`src/rtl/window_motion_ctrl_pkg.sv`:
```
// ============================================================================
// Module      : window_motion_ctrl_pkg
// Description : Shared types and helpers for the window-lift motion
//               controller: state encoding, default duty resolution and
//               width helpers for the duty and timer datapaths.
// Revision    : 1.0 - initial release
// ============================================================================
`default_nettype none

package window_motion_ctrl_pkg;

  // Default number of duty steps (20 steps of 5 %).
  localparam int T_DIV_DEF = 20;

  typedef enum logic [2:0] {
    S_IDLE  = 3'd0,
    S_DEAD  = 3'd1,
    S_RAMP  = 3'd2,
    S_RUN   = 3'd3,
    S_BRAKE = 3'd4,
    S_PDEAD = 3'd5,
    S_REV   = 3'd6
  } state_t;

  // Bits needed to hold a duty value in 0..t_div.
  function automatic int duty_width(input int t_div);
    return (t_div < 1) ? 1 : $clog2(t_div + 1);
  endfunction

  // Bits needed for a cycle counter that counts 0..max_cyc-1.
  function automatic int cyc_width(input int max_cyc);
    return (max_cyc < 2) ? 1 : $clog2(max_cyc);
  endfunction

endpackage

`default_nettype wire

```
`src/rtl/window_motion_ctrl_timer.sv`:
```
// ============================================================================
// Module      : motion_timer
// Description : Shared cycle timer. Counts up from zero every cycle; load
//               clears it. done is high while the count equals the terminal
//               count, so a terminal count of N-1 marks the last cycle of an
//               N-cycle interval that started with a load.
// Ports       : sysclk - clock
//               rst_n  - asynchronous active-low reset
//               load   - synchronous clear of the count
//               tc     - terminal count (interval length minus one)
//               done   - terminal count reached (combinational)
// Revision    : 1.0 - initial release
// ============================================================================
`default_nettype none

module motion_timer #(
  parameter int WIDTH = 4
) (
  input  logic             sysclk,
  input  logic             rst_n,
  input  logic             load,
  input  logic [WIDTH-1:0] tc,
  output logic             done
);

  logic [WIDTH-1:0] r_cnt;

  always_ff @(posedge sysclk or negedge rst_n) begin
    if (!rst_n) begin
      r_cnt <= '0;
    end else if (load) begin
      r_cnt <= '0;
    end else begin
      r_cnt <= r_cnt + WIDTH'(1);
    end
  end

  assign done = (r_cnt == tc);

endmodule

`default_nettype wire

```
`src/rtl/window_motion_ctrl.sv`:
```
// ============================================================================
// Module      : window_motion_ctrl
// Description : Window-lift motor sequencing controller. Converts debounced
//               up/down commands, end-stop limits and the pinch flag into a
//               duty step and direction for the PWM stage, with dead time,
//               soft start/stop ramps and automatic pinch reversal.
// Ports       : sysclk    - system clock
//               rst_n     - asynchronous active-low reset
//               cmd_up    - close request (level)
//               cmd_down  - open request (level)
//               top_limit - fully-closed end stop
//               bot_limit - fully-open end stop
//               pinch     - obstruction detected
//               duty      - duty step 0..T_DIV (registered)
//               dir       - 1 = close, 0 = open (registered)
//               busy      - not idle (registered)
//               fault     - one-cycle pulse on pinch detection (registered)
// Revision    : 1.0 - initial release
// ============================================================================
`default_nettype none

module window_motion_ctrl
  import window_motion_ctrl_pkg::*;
#(
  parameter int T_DIV    = T_DIV_DEF,
  parameter int DUTY_MAX = 20,
  parameter int DUTY_REV = 10,
  parameter int STEP_CYC = 5_000_000,
  parameter int DEAD_CYC = 1_000_000,
  parameter int REV_CYC  = 50_000_000
) (
  input  logic                        sysclk,
  input  logic                        rst_n,
  input  logic                        cmd_up,
  input  logic                        cmd_down,
  input  logic                        top_limit,
  input  logic                        bot_limit,
  input  logic                        pinch,
  output logic [duty_width(T_DIV)-1:0] duty,
  output logic                        dir,
  output logic                        busy,
  output logic                        fault
);

  localparam int DW      = duty_width(T_DIV);
  localparam int MAX_A   = (STEP_CYC > DEAD_CYC) ? STEP_CYC : DEAD_CYC;
  localparam int MAX_CYC = (MAX_A > REV_CYC) ? MAX_A : REV_CYC;
  localparam int TW      = cyc_width(MAX_CYC);

  localparam logic [DW-1:0] C_ONE  = DW'(1);
  localparam logic [DW-1:0] C_DMAX = DW'(DUTY_MAX);
  localparam logic [DW-1:0] C_DREV = DW'(DUTY_REV);

  // Terminal counts are interval length minus one (see motion_timer).
  localparam logic [TW-1:0] C_STEP_TC = TW'(STEP_CYC - 1);
  localparam logic [TW-1:0] C_DEAD_TC = TW'(DEAD_CYC - 1);
  localparam logic [TW-1:0] C_REV_TC  = TW'(REV_CYC - 1);

  state_t          r_state;
  state_t          w_next_state;
  logic [DW-1:0]   w_next_duty;
  logic            w_next_dir;
  logic            w_next_fault;
  logic            w_step;
  logic            w_tmr_load;
  logic [TW-1:0]   w_tmr_tc;
  logic            w_tmr_done;
  logic            w_lim_hit;
  logic            w_cmd_act;
  logic            w_pinch_hit;

  motion_timer #(
    .WIDTH (TW)
  ) u_timer (
    .sysclk (sysclk),
    .rst_n  (rst_n),
    .load   (w_tmr_load),
    .tc     (w_tmr_tc),
    .done   (w_tmr_done)
  );

  // State and output registers.
  always_ff @(posedge sysclk or negedge rst_n) begin
    if (!rst_n) begin
      r_state <= S_IDLE;
      duty    <= '0;
      dir     <= 1'b0;
      busy    <= 1'b0;
      fault   <= 1'b0;
    end else begin
      r_state <= w_next_state;
      duty    <= w_next_duty;
      dir     <= w_next_dir;
      busy    <= (w_next_state != S_IDLE);
      fault   <= w_next_fault;
    end
  end

  // Next-state and next-output logic.
  always_comb begin
    w_next_state = r_state;
    w_next_duty  = duty;
    w_next_dir   = dir;
    w_next_fault = 1'b0;
    w_step       = 1'b0;
    w_tmr_tc     = '0;

    // Direction-relative views of the inputs.
    w_lim_hit   = dir ? top_limit : bot_limit;
    w_cmd_act   = dir ? cmd_up : cmd_down;
    w_pinch_hit = dir & pinch;

    case (r_state)
      S_IDLE: begin
        w_next_duty = '0;
        if (cmd_up && !cmd_down && !top_limit) begin
          w_next_dir   = 1'b1;
          w_next_state = S_DEAD;
        end else if (cmd_down && !cmd_up && !bot_limit) begin
          w_next_dir   = 1'b0;
          w_next_state = S_DEAD;
        end
      end

      S_DEAD, S_RAMP, S_RUN, S_BRAKE: begin
        w_tmr_tc = (r_state == S_DEAD) ? C_DEAD_TC : C_STEP_TC;
        if (w_lim_hit) begin
          w_next_duty  = '0;
          w_next_state = S_IDLE;
        end else if (w_pinch_hit) begin
          w_next_duty  = '0;
          w_next_fault = 1'b1;
          w_next_dir   = 1'b0;
          w_next_state = S_PDEAD;
        end else if (!w_cmd_act && (r_state != S_BRAKE)) begin
          // Duty is still zero in DEAD, so nothing to ramp down.
          w_next_state = (r_state == S_DEAD) ? S_IDLE : S_BRAKE;
        end else if (w_tmr_done) begin
          case (r_state)
            S_DEAD: begin
              w_next_duty  = C_ONE;
              w_next_state = (DUTY_MAX == 1) ? S_RUN : S_RAMP;
            end
            S_RAMP: begin
              w_step      = 1'b1;
              w_next_duty = duty + C_ONE;
              if ((duty + C_ONE) == C_DMAX) begin
                w_next_state = S_RUN;
              end
            end
            S_BRAKE: begin
              w_step = 1'b1;
              if (duty <= C_ONE) begin
                w_next_duty  = '0;
                w_next_state = S_IDLE;
              end else begin
                w_next_duty = duty - C_ONE;
              end
            end
            default: begin
              w_next_duty = C_DMAX;
            end
          endcase
        end
      end

      S_PDEAD: begin
        w_tmr_tc    = C_DEAD_TC;
        w_next_duty = '0;
        w_next_dir  = 1'b0;
        if (w_tmr_done) begin
          w_next_duty  = C_DREV;
          w_next_state = S_REV;
        end
      end

      S_REV: begin
        w_tmr_tc = C_REV_TC;
        if (bot_limit || w_tmr_done) begin
          w_next_duty  = '0;
          w_next_state = S_IDLE;
        end
      end

      default: begin
        w_next_duty  = '0;
        w_next_state = S_IDLE;
      end
    endcase

    // Timer restarts on every state entry and every ramp step; it is held
    // clear in states that do not time anything.
    w_tmr_load = (w_next_state != r_state) || w_step ||
                 (r_state == S_IDLE) || (r_state == S_RUN);
  end

endmodule

`default_nettype wire

```
`config.mk`:
```
export PLATFORM = sky130hd
export DESIGN_NAME = window_motion_ctrl
export DESIGN_NICKNAME = d
export VERILOG_FILES = /design/src/rtl/window_motion_ctrl_pkg.sv /design/src/rtl/window_motion_ctrl_timer.sv /design/src/rtl/window_motion_ctrl.sv
export SDC_FILE = /design/constraint.sdc
export NUM_CORES = 1
export LEC_CHECK = 0
export ABC_CLOCK_PERIOD_IN_PS = 13330
export CORE_MARGIN = 3
export CORE_UTILIZATION = 50
export DETAILED_ROUTE_END_ITERATION = 10
export GPL_TIMING_DRIVEN = 0
export PLACE_DENSITY_LB_ADDON = 0.08
export RECOVER_POWER = 25
export SETUP_SLACK_MARGIN = 0.2
export SLEW_MARGIN = 10
export SYNTH_ARGS = -nofsm -noshare
export SYNTH_HDL_FRONTEND = slang
export SYNTH_HIERARCHICAL = 1
export SYNTH_SLANG_ARGS = --single-unit
```
`constraint.sdc`:
```
create_clock -name sysclk -period 13.33 [get_ports sysclk]
set_input_delay 3.3325 -clock sysclk [delete_from_list [all_inputs] [get_ports sysclk]]
set_output_delay 3.3325 -clock sysclk [all_outputs]
set_load 0.02 [all_outputs]
```
* Yosys cells after proc, flatten, opt, wreduce, memory -nomap -nowiden *
Index checks and enable logic that the tools add are counted.

storage, ports and cells
  word-level logic and storage cells = 89
  register bits after elaboration = 37
  output and inout bits = 8

operators by class
  $add $sub $neg = 3
  reductions and logical operators = 21
  magnitude comparators = 1
  equality and inequality tests = 16
  mux-type cells = 41
  bitwise logic cells = 1

operator list
  kind                     number
  $pmux W26 S3             1
  $mux W3                  11
  $mux W5                  6
  $pmux W5 S3              2
  $add A26 B1 Y26 const B  1
  $eq A26 B26 Y1           1
  $mux W26                 1
  $mux W23                 1
  $mux W1                  15
  $pmux W3 S4              1
  $eq A3 B3 Y1 const B     3
  $pmux W3 S3              1
  $ne A4 B4 Y1 const B     2
  $eq A3 B2 Y1 const B     2
  $ne A2 B2 Y1 const B     3
  $ne A3 B3 Y1 const B     2
  $reduce_bool A3 Y1       2
  $add A5 B1 Y5 const B    1
  $eq A5 B5 Y1 const B     1
  $le A5 B1 Y1 const B     1
  $logic_and A1 B1 Y1      5
  $logic_not A1 Y1         5
  $sub A5 B1 Y5 const B    1
  $logic_or A1 B1 Y1       4
  other kinds (10)         10

* Logic depth before layout (Yosys ltp) *
Gate-level depths: netlist of the first run.

  word-level depth = 14
  depth in mapped cells = 18
  mapped depth without buffers = 13

* Cells and area by module *
The synthesis of the first run kept the hierarchy.

by module, submodules not included
  module              times used  area an instance (sq um)  cells each  sequential area each (sq um)
  motion_timer        1           1596.5                    170         650.6
  window_motion_ctrl  1           1183.6                    161         275.3

* Worst setup path before layout of the first run *
No wires, ideal clock.

  path kind = input to register
  start point = in cmd_up
  end point = reg u_timer.r_cnt[16]
  cell stages on the path = 8
  buffers on the path = 2
  arrival = 5108 ps
  setup time = 78 ps
  path slack = 8144 ps
  path through = mux2_2 a22oi_1 nor4_1 a311o_1 or4_1 clkbuf_1 clkbuf_1 a21oi_1

between the ends
  longest elaborated chain between the ends = 12

RTL lines
  item                                  RTL line                        RTL
  start, declared                       window_motion_ctrl.sv:34        input logic cmd_up,
  $mux W1                               window_motion_ctrl.sv:110       w_cmd_act = dir ? cmd_up : cmd_down;
  $logic_not A1 Y1                      window_motion_ctrl.sv:135       end else if (!w_cmd_act && (r_state != S_BRAKE)) begin
  $logic_and A1 B1 Y1                   window_motion_ctrl.sv:135
  $mux W3                               window_motion_ctrl.sv:135
  $mux W3                               window_motion_ctrl.sv:130       end else if (w_pinch_hit) begin
  $mux W3                               window_motion_ctrl.sv:127       if (w_lim_hit) begin
  $pmux W3 S4                           window_motion_ctrl.sv:113       case (r_state)
  $ne A3 B3 Y1                          window_motion_ctrl.sv:193       w_tmr_load = (w_next_state != r_state) || w_step ||
  $logic_or A1 B1 Y1 (*) (2 in series)  window_motion_ctrl.sv:193
  $logic_or A1 B1 Y1 (*)                window_motion_ctrl.sv:194       (r_state == S_IDLE) || (r_state == S_RUN);
  named net w_tmr_load                  window_motion_ctrl.sv:65        logic w_tmr_load;
  $mux W26 (*)                          window_motion_ctrl_timer.sv:31  end else if (load) begin
  end signal, assigned                  window_motion_ctrl_timer.sv:34  r_cnt <= r_cnt + WIDTH'(1);
  end, declared                         window_motion_ctrl_timer.sv:26  logic [WIDTH-1:0] r_cnt;

The timed path passes the listed nets; every way through them passes the cells marked *.
A chain may end at the register's enable or synchronous reset.

* Worst setup path in the final report of the first run *
  start point = in pinch
  end point = reg u_timer.r_cnt[12]

between the ends
  longest elaborated chain between the ends = 9

RTL lines
  item                                  RTL line                        RTL
  start, declared                       window_motion_ctrl.sv:38        input logic pinch,
  $and A1 B1 Y1 (*)                     window_motion_ctrl.sv:111       w_pinch_hit = dir & pinch;
  $mux W3                               window_motion_ctrl.sv:130
  $mux W3                               window_motion_ctrl.sv:127
  $pmux W3 S4                           window_motion_ctrl.sv:113
  $ne A3 B3 Y1                          window_motion_ctrl.sv:193
  $logic_or A1 B1 Y1 (*) (2 in series)  window_motion_ctrl.sv:193
  $logic_or A1 B1 Y1 (*)                window_motion_ctrl.sv:194
  named net w_tmr_load                  window_motion_ctrl.sv:65
  $mux W26 (*)                          window_motion_ctrl_timer.sv:31

Marks and branches as above.

==> results of run 1 <==
per-stage QoR:
stage	worst slack (ps)	hold WS, ps	util (%)	instance area, um^2
after floorplan	8140	492	-	2790
after global placement	7270	534	57.6	3020
after detailed placement	7240	537	57.9	3030
after CTS	7540	545	59.8	3130
after global routing	7270	578	59.5	3110
final	7480	554	59.5	3110
cells in the final DEF (no fill, tap or decap), drive strengths merged, types with 6 or more instances in the layout:
cell,Yosys,final
buf,6,6
nor2,23,23
dfrtp,37,37
a21oi,28,28
o21ai,17,17
clkdlybuf4s50,0,13
nand4,10,10
xnor2,18,18
clkbuf,15,24
or3,11,11
inv,12,12
nand3,16,16
nand2,19,19
nor3,8,8
o31ai,8,8
nor4,12,12
or4,7,7
xor2,20,20
worst max path at each step:
stage / slack [ps] / end / depth (start not counted) / startpoint
2_1_floorplan: 8140 / u_timer/r_cnt[16] / 8 / cmd_up
3_3_place_gp: 7270 / u_timer/r_cnt[23] / 9 / pinch
3_5_place_dp: 7240 / u_timer/r_cnt[22] / 9 / pinch
4_1_cts: 7540 / u_timer/r_cnt[16] / 9 / pinch
5_1_grt: 7270 / u_timer/r_cnt[21] / 9 / pinch
6_report: 7480 / u_timer/r_cnt[12] / 9 / pinch
routing by layer:
layer  up-vias  GRT usage, %  part of all wire [%]
met3        12          4.26                   6.5
met2       106          33.5                    42
li1       1263             -                     -
met1      1244          37.0                    50
met4         0          5.41                   1.3
met5         -             0                     0
logic make-up after synthesis:
family / after synthesis
adder cells (fa/ha/maj): 4
AO/OA/AOI/OAI: 86
multiplexers: 3
XOR/XNOR: 38
flip-flops: 37
other: 1
AND/OR/NAND/NOR: 129
buffers and inverters: 33
registers in the layout (all words and copies together), names as in the netlist:
register       cells
fault              1
busy               1
dir                1
duty               5
u_timer/r_cnt     26
r_state            3
worst max-delay path, delay by kind of cell:
kind,cells,cell delay [ps]
buffers and inverters,3,1110
and+or+nand+nor,4,970
AOI/OAI and AO/OA,2,660
report_power, final:
part           switching (mW)  total, mW  internal, mW
Combinational           0.181      0.287         0.106
Sequential             0.0120      0.135         0.123
Clock                  0.0375     0.0842        0.0467
Total                   0.231      0.506         0.276
layout make-up:
type | count | area, um^2 | share of cell area, %
inverters | 12 | 45.0 | 1.45
repair buffers | 15 | 138 | 4.42
flip-flops and latches | 37 | 926 | 29.7
clock buffers | 7 | 96.3 | 3.09
plain buffers | 21 | 108 | 3.46
well taps | 70 | 87.6 | 2.81
multi-input cells | 263 | 1710 | 54.9
clock inverters | 1 | 5.00 | 0.161
==> results.cfg, run 1 <==
[placed_design]
portBuffers = 14
gp_congestion = 0.998
dp.cells = 418
dpl.hpwl_mm = 5.12

[synthesis]
synth_edf_count = 0
yosys_register_bits = 37
synth_top_flop_cell = dfrtp_1
synth_fa_ha_area_share_pct = 1.80
synth_cells = 331
synthTopCellsByCount = 37 x dfrtp_1, 28 x a21oi_1, 23 x nor2_1, 20 x xor2_1, 19 x nand2_1
syn_avg_cell_area_um2 = 8.40
synth_top_family_by_area = simple AND/OR/NAND/NOR gates
yosysSeqAreaShare_pct = 33.3
synth_top_area_share_pct = 33.3
yosys.cell_count.top_type = dfrtp_1
ys_warn_count = 6
synthMuxAreaShare_pct = 1.17
yosys.area.top_type = dfrtp_1
syn_area_um2 = 2780
ys_types = 65
synth_compound_area_share_pct = 19.7
synth_simple_gate_area_share_pct = 26.4
yosys-top-cells-area = dfrtp_1 33%, xor2_1 6.3%, xnor2_1 5.7%
synthXorXnorAreaFrac_pct = 12.0
synthArstFlopShare_pct = 100

[clock_tree]
cts-resized-gates = 0
hold_buffers = 0
clk-insertion-delay-late_ps = 280
clock_path_buffers = 2
clkTransAtPathRegs_ps = 70
root_buffer = clkbuf_8
postCtsSetupBuffers = 0
numCtsBuffers = 5
cts_tree = built
cts_num_sinks = 37
cts_max_level = 2

[final_layout]
syn2layout_area_growth_pct = 12.0
drive_above_1_share_pct = 8.43
n_fill_cell = 483
final_nets = 366
antenna_cells = 0
finalNonFillerCells = 426

[setup_path]
r2r_slack_ps = 7860
cp-start-kind = primary input
reg2reg_depth = 17
worstPathArrival_ps = 6060
worstPathRequired_ps = 13540
endpoint_kind = flip-flop
cpMostUsedCell = clkbuf_1
cp_slowest_cell = clkdlybuf4s50_1
max_stage_delay_ps = 570
r2r_start = r_state[1]
path_max_fanout = 10
critPathKind = primary input to flip-flop
r2r_end = u_timer/r_cnt[12]
cp_cell_sequence = clkdlybuf4s50_1 > nand2_1 > a22oi_1 > nor4_1 > a311o_1 > or4_1 > clkbuf_1 > clkbuf_1 > nor2_1

[pwr]
total_power_mw = 0.506
vdd_drop_max_mv = 0.0780
p_leak_nw = 1.23
powerDensity_nw_per_um2 = 163

[detailed_routing]
vias = 2625
dr.first_iter.drc_count = 235
drc = 0
vias_per_cell = 6.16
wirelength_mm = 6.98
dr.pass1.iters = 6
detail-route-antenna-nets = 0
wire_per_inst_um = 16.4

[global_route]
grt_use_total_pct = 23.7
grt_pass1_wl_mm = 12.0
grt_pass1_vias = 2405
antenna_found_initial = 0
grt_max_degree = 35
grt_overflow = 0

[floorplan]
start_util_pct = 53.1
std_cell_rows = 26
die_h_um = 80.6
die_area_um2 = 6490
chipWidth_um = 80.6
pin_count = 15
fp.coreArea_um2 = 5240

[min_path]
hold_depth = 1
hold_start = u_timer/r_cnt[0]
hp-class = flip-flop to flip-flop
holdPathEnd = u_timer/r_cnt[0]

[sta]
maxSlewViolCount = 35
fin_crit_sh_pct = 43.9
rsz0062_at_grt = no
fmax_mhz = 171
setup_viol = 0
finalCriticalPeriod_ps = 5850
finalSetupTns_ps = 0
finalHoldViolCount = 0
slew_headroom_pct = -17.9
skew_ps = 5.41
worst_slew_pin_slew_ps = 1770

[run_status]
status = finished with violations
violations = max-capacitance violations, max-slew violations

[job]
maxCapViolCount = 1
Power figures use the tool's default switching activity.
==> run 2: changes to the inputs <==
--- a/config.mk
+++ b/config.mk
@@ -5,7 +5,7 @@
 export SDC_FILE = /design/constraint.sdc
 export NUM_CORES = 1
 export LEC_CHECK = 0
-export ABC_CLOCK_PERIOD_IN_PS = 13330
+export ABC_CLOCK_PERIOD_IN_PS = 5500
 export CORE_MARGIN = 3
 export CORE_UTILIZATION = 50
 export DETAILED_ROUTE_END_ITERATION = 10
==> constraint.sdc (replaced) <==
create_clock -name sysclk -period 5.5 [get_ports sysclk]
set_input_delay 1.375 -clock sysclk [delete_from_list [all_inputs] [get_ports sysclk]]
set_output_delay 1.375 -clock sysclk [all_outputs]
set_load 0.02 [all_outputs]
==> run 2 against run 1 <==
Compared with the run above:
- the flow still finishes with violations (max-capacitance violations, max-slew violations)
- setup slack worse by 6900 ps
- via count is 0.99% lower
- first-iteration DRC count is 15% higher
- combinational power is 140% higher
- register-to-register slack worse by 7200 ps
- final area is 0.36% higher
- clock-buffer cell count stayed put
- critical path depth is 8 higher
- clock skew hardly changed
- non-clock buffer count stayed put
- die area stayed put
- sequential power is 140% higher
==> results.cfg, run 2 (synthesis results as in run 1) <==
[run_status]
status = finished with violations
violations = max-capacitance violations, max-slew violations

[setup_path]
worstPathArrival_ps = 5020
cp-start-kind = flip-flop
critPathLaunch = r_state[1]
r2r_start = r_state[1]
critPathKind = flip-flop to flip-flop
endpoint_kind = flip-flop
worstPathRequired_ps = 5650
path_max_fanout = 10

[job]
maxCapViolCount = 1

[sta]
skew_ps = 5.60
worst_slack_ps = 631
rsz0062_at_grt = no
finalSetupTns_ps = 0
fin_crit_sh_pct = 88.5
finalCriticalPeriod_ps = 4870
holdWs_ps = 553
worst_slew_pin_slew_ps = 1770
finalHoldViolCount = 0
slew_headroom_pct = -17.9
fmax_mhz = 205
setup_viol = 0
maxSlewViolCount = 35

[final_layout]
antenna_cells = 0
largest_reg_flops = 26
final_nets = 366
n_fill_cell = 480
fin_util_pct = 59.7
final_common_cell = dfrtp_1
postLayoutCellArea_um2 = 3130
finalNonFillerCells = 426
seqCellArea_um2 = 926
multi_input_area_um2 = 1720
reg_top3 = u_timer/r_cnt x26, duty x5, r_state x3
final_cell_mix = 37 x dfrtp_1, 28 x a21oi_1, 22 x nor2_1
largest_register = u_timer/r_cnt
drive_above_1_share_pct = 9.55
syn2layout_area_growth_pct = 12.4

[global_route]
grt_pass1_vias = 2405
antenna_found_initial = 0
grt_max_degree = 35
grt_overflow = 0
grt_use_total_pct = 23.7
grt_pass1_wl_mm = 12.0

[clock_tree]
clkTransAtPathRegs_ps = 70
clock_path_buffers = 2
hold_buffers = 0
cts_max_level = 2
numCtsBuffers = 5
cts_tree = built
clk-insertion-delay-late_ps = 280
root_buffer = clkbuf_8
cts_num_sinks = 37

[detailed_routing]
vias = 2599
detail-route-antenna-nets = 0
met1Wirelength_mm = 3.48
route.met3.wl_um = 464
wl_met2_mm = 2.89
vias_per_cell = 6.10
dr.first_iter.drc_count = 271
dr.pass1.iters = 5
wire_per_inst_um = 16.3
routed.top_layer = met4
drc = 0
wirelength_mm = 6.93

[floorplan]
die_area_um2 = 6490
start_util_pct = 53.1
fp.coreArea_um2 = 5240
std_cell_rows = 26
die_h_um = 80.6
chipWidth_um = 80.6
pin_count = 15

[placed_design]
gp_congestion = 0.998
dpl_cell_area_um2 = 3030
portBuffers = 14
dpl.hpwl_mm = 5.12
dp.cells = 418
pre_cts_ws_ps = 132

[pwr]
p_comb_share_pct = 56.7
powerDensity_nw_per_um2 = 393
p_sw_share_pct = 45.4
p_int_mw = 0.670
seq_power_share_pct = 26.7
p_leak_nw = 1.24
clkPwrFrac_pct = 16.6
p_sw_mw = 0.557
vdd_drop_max_mv = 0.189
total_power_mw = 1.23

[min_path]
hold_start = u_timer/r_cnt[0]
hp-class = flip-flop to flip-flop
==> run 2: routing by layer <==
| layer | vias to the layer above | global-route usage [%] |
|---|---|---|
| met2 | 93 | 33.5 |
| met3 | 12 | 4.26 |
| met1 | 1231 | 37.0 |
| li1 | 1263 | - |
| met4 | 0 | 5.41 |
| met5 | - | 0 |
==> run 2: area by class of cell <==
type | instances | area share [%]
Multi-Input combinational cell | 263 | 54.9
Timing Repair Buffer | 15 | 4.40
Inverter | 12 | 1.44
Sequential cell | 37 | 29.6
Clock inverter | 1 | 0.160
Buffer | 21 | 3.56
Clock buffer | 7 | 3.08
Tap cell | 70 | 2.80
==> run 2: repair_timing <==
item                       in CTS  in global routing
pin swaps                       0                  0
setup buffers                   0                  0
setup endpoints to repair      20                 20
hold endpoints to repair        0                  0
cloned                          0                  0
gates resized for setup         1                  7
==> run 2: power by group through the flow <==
stage	Clock, mW	Sequential, mW	Combinational [mW]
floorplan	0	0.348	0.477
global placement	0	0.332	0.681
detailed placement	0	0.333	0.681
CTS	0.212	0.328	0.684
global route	0.226	0.334	0.766
finish	0.204	0.328	0.695
==> run 2: worst max-delay path, cell delays in order (launching register included) <==
cell      delay [ps]
dfrtp_1          380
clkbuf_1         350
clkbuf_1         430
nand2_1          190
nor2_4           320
or2_2            330
xor2_1           120
nor4_1           270
nand3_1          110
nor4_1           290
clkbuf_2         290
inv_1            150
nor4_1           320
a311o_1          170
or4_1            100
clkbuf_1         350
clkbuf_1         430
nor2_1           110
==> run 2: final timing paths <==
check	cells past startpoint	endpoint	slack [ps]
min	1	u_timer/r_cnt[0]	550
min in group asynchronous	1	duty[4]	940
max	17	u_timer/r_cnt[12]	630
min reg2reg	1	u_timer/r_cnt[0]	550
max in group asynchronous	2	u_timer/r_cnt[15]	2610
max reg2reg	17	u_timer/r_cnt[12]	630
